--- src/rtl/and_nand_xnor_gates.sv ---
// Registered AND/NAND/XNOR gate bank with all-ones/equality reduction flags.
// Optional saturating equality-event counter enabled by macro GATE_EQCNT_EN.
module and_nand_xnor_gates #(
    parameter int unsigned WIDTH = 1
`ifdef GATE_EQCNT_EN
    , parameter int unsigned CNT_W = 16
`endif
) (
    input  logic             clk,
    input  logic             rst,
    input  logic             in_valid,
    input  logic [WIDTH-1:0] a,
    input  logic [WIDTH-1:0] b,
    output logic             out_valid,
    output logic [WIDTH-1:0] y_and,
    output logic [WIDTH-1:0] y_nand,
    output logic [WIDTH-1:0] y_xnor,
    output logic             all_and,
    output logic             all_eq
`ifdef GATE_EQCNT_EN
    ,
    input  logic             cnt_clr,
    output logic [CNT_W-1:0] eq_count
`endif
);

    logic [WIDTH-1:0] and_d;
    logic [WIDTH-1:0] xnor_d;

    always_comb begin
        and_d  = a & b;
        xnor_d = ~(a ^ b);
    end

    // y_nand is registered separately so that reset drives it to 0, not ~0.
    always_ff @(posedge clk or posedge rst) begin
        if (rst) begin
            out_valid <= 1'b0;
            y_and     <= '0;
            y_nand    <= '0;
            y_xnor    <= '0;
            all_and   <= 1'b0;
            all_eq    <= 1'b0;
        end else begin
            out_valid <= in_valid;
            if (in_valid) begin
                y_and   <= and_d;
                y_nand  <= ~and_d;
                y_xnor  <= xnor_d;
                all_and <= &and_d;
                all_eq  <= &xnor_d;
            end
        end
    end

`ifdef GATE_EQCNT_EN
    logic eq_hit;

    always_comb begin
        eq_hit = in_valid & (&xnor_d);
    end

    always_ff @(posedge clk or posedge rst) begin
        if (rst) begin
            eq_count <= '0;
        end else if (cnt_clr) begin
            eq_count <= '0;
        end else if (eq_hit && (eq_count != '1)) begin
            eq_count <= eq_count + 1'b1;
        end
    end
`endif

endmodule

--- config.mk ---
export PLATFORM = sky130hd
export DESIGN_NAME = and_nand_xnor_gates
export DESIGN_NICKNAME = d
export VERILOG_FILES = /design/src/rtl/and_nand_xnor_gates.sv
export SDC_FILE = /design/constraint.sdc
export NUM_CORES = 1
export LEC_CHECK = 0
export CAP_MARGIN = 20
export CORE_AREA = 10 10 47 49
export CTS_BUF_LIST = sky130_fd_sc_hd__clkbuf_8 sky130_fd_sc_hd__clkbuf_16
export CTS_CLUSTER_SIZE = 14
export DETAILED_ROUTE_END_ITERATION = 8
export DIE_AREA = 0 0 57 59
export GPL_ROUTABILITY_DRIVEN = 0
export SLEW_MARGIN = 10
export SYNTH_ARGS = -nofsm -noshare
export SYNTH_HDL_FRONTEND = slang
export SYNTH_SLANG_ARGS = --single-unit
--- constraint.sdc ---
create_clock -name clk -period 2.4 [get_ports clk]
set_clock_uncertainty 0.2 [all_clocks]
set_input_delay 0.48 -clock clk [delete_from_list [all_inputs] [get_ports clk]]
set_output_delay 0.48 -clock clk [all_outputs]
set_load 0.005 [all_outputs]
# Word-level counts from Yosys, hierarchy flattened

Cells that the tools add are included.

Bits in writable memories: 0
Output and inout port bits: 6
Memory bits (read-only): 0
Bits in latches: 0
Memories kept: 0
Flip-flop bits (word level): 4
Word-level logic and storage cells: 8

Equality and inequality tests: 0
Bitwise operators: 4
Add/sub/neg operators: 0
$lt $le $gt $ge: 0
$mul: 0
Shift-type cells: 0
Divide/modulo/power cells: 0
Reduce and logical (&&, ||, !) cells: 0
Muxes and demuxes: 0

Operators with widths:

| cell              | count |
|---|---|
| 1-bit NOT         | 2 |
| 1-bit AND         | 1 |
| 1-bit bitwise XOR | 1 |

# Depth between registers and ports, before layout

Depth after elaboration: 2
Gate-level depth with buffers: 2
Gate-level depth less buffers: 2

# Least setup slack after synthesis

Ideal clock, no wire load.

Path type: input to register
Start: input port a
End: register y_and
Stages on the path: 2
Arrival: 0.890 ns
Path buffers: 0
Library setup time: 0.125 ns
Slack: 1.185 ns
Cells stage by stage: ha_1 mux2_4

Cells in the longest elaborated chain, start to end: 1

Ends and longest elaborated chain:

| element                | RTL line | RTL |
|---|---|---|
| start: declaration     | 12       | `input logic [WIDTH-1:0] a,` |
| 1-bit AND              | 31       | `and_d = a & b;` |
| end signal: assignment | 47       | `y_and <= and_d;` |
| end: declaration       | 15       | `output logic [WIDTH-1:0] y_and,` |

Every way passes these cells.
A chain may end at the register's enable or synchronous reset.

# Worst setup path in the final report

Start: register y_xnor
End: output port y_xnor

RTL lines:

| element                  | RTL line | RTL |
|---|---|---|
| start: declaration       | 17       | `output logic [WIDTH-1:0] y_xnor,` |
| start signal: assignment | 49       | `y_xnor <= xnor_d;` |

No word-level cell between the ends.

==> flow_results.xml <==
<?xml version="1.0" encoding="UTF-8"?>
<metrics>
  <group name="route">
    <metric name="detailroute.via_count" unit="">140</metric>
    <metric name="wirelength" unit="um">437</metric>
    <metric name="detail_route.iter0.violations" unit="">0</metric>
    <metric name="wl_per_cell" unit="um">10.7</metric>
    <metric name="detail_route.vias_per_cell" unit="">3.41</metric>
    <metric name="remaining_drc_errors" unit="">0</metric>
    <metric name="detail_route.first_pass.iterations" unit="">1</metric>
    <metric name="ant_nets" unit="">0</metric>
  </group>
  <group name="synthesis">
    <metric name="post_synthesis_average_cell_area" unit="sq um">13.0</metric>
    <metric name="synth.ff_latch_count" unit="">4</metric>
    <metric name="synth_cell_type_count" unit="">8</metric>
    <metric name="portion_of_the_post_synthesis_area_used_by_sequential_elements" unit="%">55.2</metric>
    <metric name="synth.top_cell.area_share" unit="%">55.2</metric>
    <metric name="post_synth_main_area_contributors" unit="">sky130_fd_sc_hd__dfrtp_1, sky130_fd_sc_hd__ha_1, sky130_fd_sc_hd__buf_4</metric>
    <metric name="synthesis.area" unit="sq um">181</metric>
    <metric name="synth_cells" unit="">14</metric>
    <metric name="synth.yosys.warnings" unit="">0</metric>
    <metric name="synthesis.nets" unit="">21</metric>
    <metric name="synth_largest_area_cell" unit="">sky130_fd_sc_hd__dfrtp_1</metric>
  </group>
  <group name="clock_tree">
    <metric name="clock-root-buffer" unit="">sky130_fd_sc_hd__clkbuf_8</metric>
    <metric name="ctsResizeCount" unit="">0</metric>
    <metric name="cts_buffers" unit="">3</metric>
    <metric name="path_clk_slew" unit="ps">30</metric>
    <metric name="tritoncts" unit="">built</metric>
    <metric name="clock_latency_of_the_later_clocked_register_in_the_worst_skew_pair" unit="ps">210</metric>
    <metric name="cts.htree.levels" unit="">1</metric>
    <metric name="number_of_hold_repair_buffers_added_at_the_cts_stage" unit="">0</metric>
    <metric name="buffer_count_from_post_cts_setup_fixing" unit="">0</metric>
    <metric name="ctsLongestPathBuffers" unit="">2</metric>
    <metric name="cts_sinks" unit="">4</metric>
  </group>
  <group name="timing">
    <metric name="rsz0062_at_grt" unit="">false</metric>
    <metric name="maxSlewViolCount" unit="">0</metric>
    <metric name="report.final.hold_viol_count" unit="">0</metric>
    <metric name="timing.setup.tns" unit="ps">0</metric>
    <metric name="worst-slew-pin-transition" unit="ps">228</metric>
    <metric name="setup_ws" unit="ps">636</metric>
    <metric name="period_minus_slack" unit="ps">1760</metric>
    <metric name="final-setup-viol-count" unit="">0</metric>
    <metric name="max_freq" unit="GHz">0.567</metric>
    <metric name="slew_headroom" unit="%">84.8</metric>
    <metric name="final_min_period_over_clock_period" unit="%">73.5</metric>
  </group>
  <group name="worst_setup_path">
    <metric name="crit_path_cell_trace" unit="">clkdlybuf4s50_1</metric>
    <metric name="worst-endpoint-arrival" unit="ps">1080</metric>
    <metric name="crit_required" unit="ps">1720</metric>
    <metric name="crit_path_max_incr_delay" unit="ps">520</metric>
    <metric name="worst_setup_path_start_kind" unit="">register</metric>
    <metric name="endpoint_kind" unit="">primary output</metric>
    <metric name="critical_path.top_delay_family" unit="">buffers and inverters</metric>
    <metric name="path_class" unit="">reg -&gt; out</metric>
    <metric name="crit_fanout" unit="">3</metric>
    <metric name="worstPathBufferInverterCount" unit="">1</metric>
    <metric name="crit_slowest_cell" unit="">sky130_fd_sc_hd__clkdlybuf4s50_1</metric>
  </group>
  <group name="pwr">
    <metric name="static_leakage" unit="nW">0.150</metric>
    <metric name="peak_vdd_ir" unit="mV">0.156</metric>
    <metric name="p_per_area" unit="mW/mm^2">781</metric>
  </group>
  <group name="die">
    <metric name="fp-row-count" unit="">14</metric>
    <metric name="die_area" unit="sq mm">0.00336</metric>
    <metric name="fp.dieH" unit="um">59</metric>
    <metric name="die_width" unit="um">57</metric>
    <metric name="floorplan.initialDensity" unit="%">12.9</metric>
    <metric name="io-pin-count" unit="">11</metric>
    <metric name="core" unit="sq mm">0.00140</metric>
  </group>
  <group name="grt">
    <metric name="track_usage" unit="%">3.04</metric>
    <metric name="grt_pass1_wl" unit="um">676</metric>
    <metric name="grt_overflow_total" unit="">0</metric>
    <metric name="antenna_found_initial" unit="">0</metric>
    <metric name="grt_max_degree" unit="">6</metric>
    <metric name="grt_pass1_vias" unit="">173</metric>
  </group>
  <group name="finish">
    <metric name="num_antenna_cells" unit="">0</metric>
    <metric name="filler_cell_count" unit="">160</metric>
    <metric name="areaGrowthSynthToFinish" unit="%">80.7</metric>
    <metric name="drive_above_1_share" unit="%">16.0</metric>
    <metric name="num-nets-final" unit="">34</metric>
  </group>
  <group name="placed_design">
    <metric name="dp_slack" unit="ps">683</metric>
    <metric name="port-buffer-count" unit="">10</metric>
  </group>
  <group name="run_status">
    <metric name="run_status" unit="">finished clean</metric>
  </group>
  <group name="worst_hold_path">
    <metric name="holdCritPathClass" unit="">in -&gt; async</metric>
  </group>
  <group name="job">
    <metric name="drv.max_cap_violation_count" unit="">0</metric>
  </group>
</metrics>
==> final timing paths <==
check	cells past startpoint	from	slack [ps]	end
max reg2reg	1	y_and$_DFFE_PP0P_	1430	y_and$_DFFE_PP0P_
max in group asynchronous	2	rst	1600	y_nand$_DFFE_PP0P_
min	2	rst	260	y_and$_DFFE_PP0P_
max	1	y_xnor$_DFFE_PP0P_	640	y_xnor
min in group clk	2	y_nand$_DFFE_PP0P_	320	y_nand$_DFFE_PP0P_
min reg2reg	2	y_nand$_DFFE_PP0P_	320	y_nand$_DFFE_PP0P_
==> sequential cells by signal, indices dropped and copies added (netlist names) <==
name       count
out_valid      1
y_and          1
y_nand         1
y_xnor         1
==> layer usage <==
metal	up-vias	part of all wire (%)	track usage, %
li1	64	-	-
met1	63	39	2.40
met2	13	32	2.79
met3	0	29	4.29
met4	0	0	4.03
met5	-	0	0
==> per-stage QoR <==
stage	std cells	hold WS, ps	power [mW]	util, %	cell area (sq um)
2_1_floorplan	14	46.1	0.0938	-	181
3_3_place_gp	38	321	0.120	20.4	287
3_5_place_dp	38	322	0.120	20.4	287
4_1_cts	41	252	0.262	23.4	328
5_1_grt	41	279	0.271	23.4	328
6_report	41	255	0.256	23.4	328
==> placed cells by master, fill, tap and decap left out <==
cell | netlist | layout
sky130_fd_sc_hd__clkdlybuf4s50_1 | 0 | 10
sky130_fd_sc_hd__dfrtp_1 | 4 | 4
sky130_fd_sc_hd__clkbuf_8 | 0 | 3
sky130_fd_sc_hd__inv_1 | 2 | 2
sky130_fd_sc_hd__ha_1 | 2 | 2
sky130_fd_sc_hd__nor2_1 | 1 | 1
sky130_fd_sc_hd__a21oi_1 | 1 | 1
sky130_fd_sc_hd__mux2_4 | 1 | 1
sky130_fd_sc_hd__mux2i_1 | 1 | 1
==> synthesized netlist by cell type (all sizes together) <==
| cell | instances |
|---|---|
| mux2i | 1 |
| inv | 2 |
| a21oi | 1 |
| buf | 2 |
| nor2 | 1 |
| dfrtp | 4 |
| mux2 | 1 |
| ha | 2 |
==> power by group <==
| group | switching, mW | internal, mW | leakage, nW |
|---|---|---|---|
| registers | 0.00393 | 0.0742 | 0.0463 |
| logic | 0.0125 | 0.0279 | 0.0820 |
| clock network | 0.0309 | 0.107 | 0.0216 |
| total | 0.0473 | 0.209 | 0.150 |
==> cell type report <==
| cell class | count | area [sq um] | share of cell area, % |
|---|---|---|---|
| Multi-Input combinational cell | 6 | 58.8 | 17.9 |
| Sequential cell | 4 | 100 | 30.5 |
| Tap cell | 16 | 20.0 | 6.11 |
| Inverter | 2 | 7.51 | 2.29 |
| Clock buffer | 3 | 41.3 | 12.6 |
| Timing Repair Buffer | 10 | 100 | 30.5 |
==> logic make-up after synthesis <==
group	synth area share (%)
mux	13.8
simple gates	2.07
buf+inv	12.4
flops	55.2
fa+ha+maj	13.8
compound gates	2.76
No activity file was read; power rests on OpenSTA's default activity.
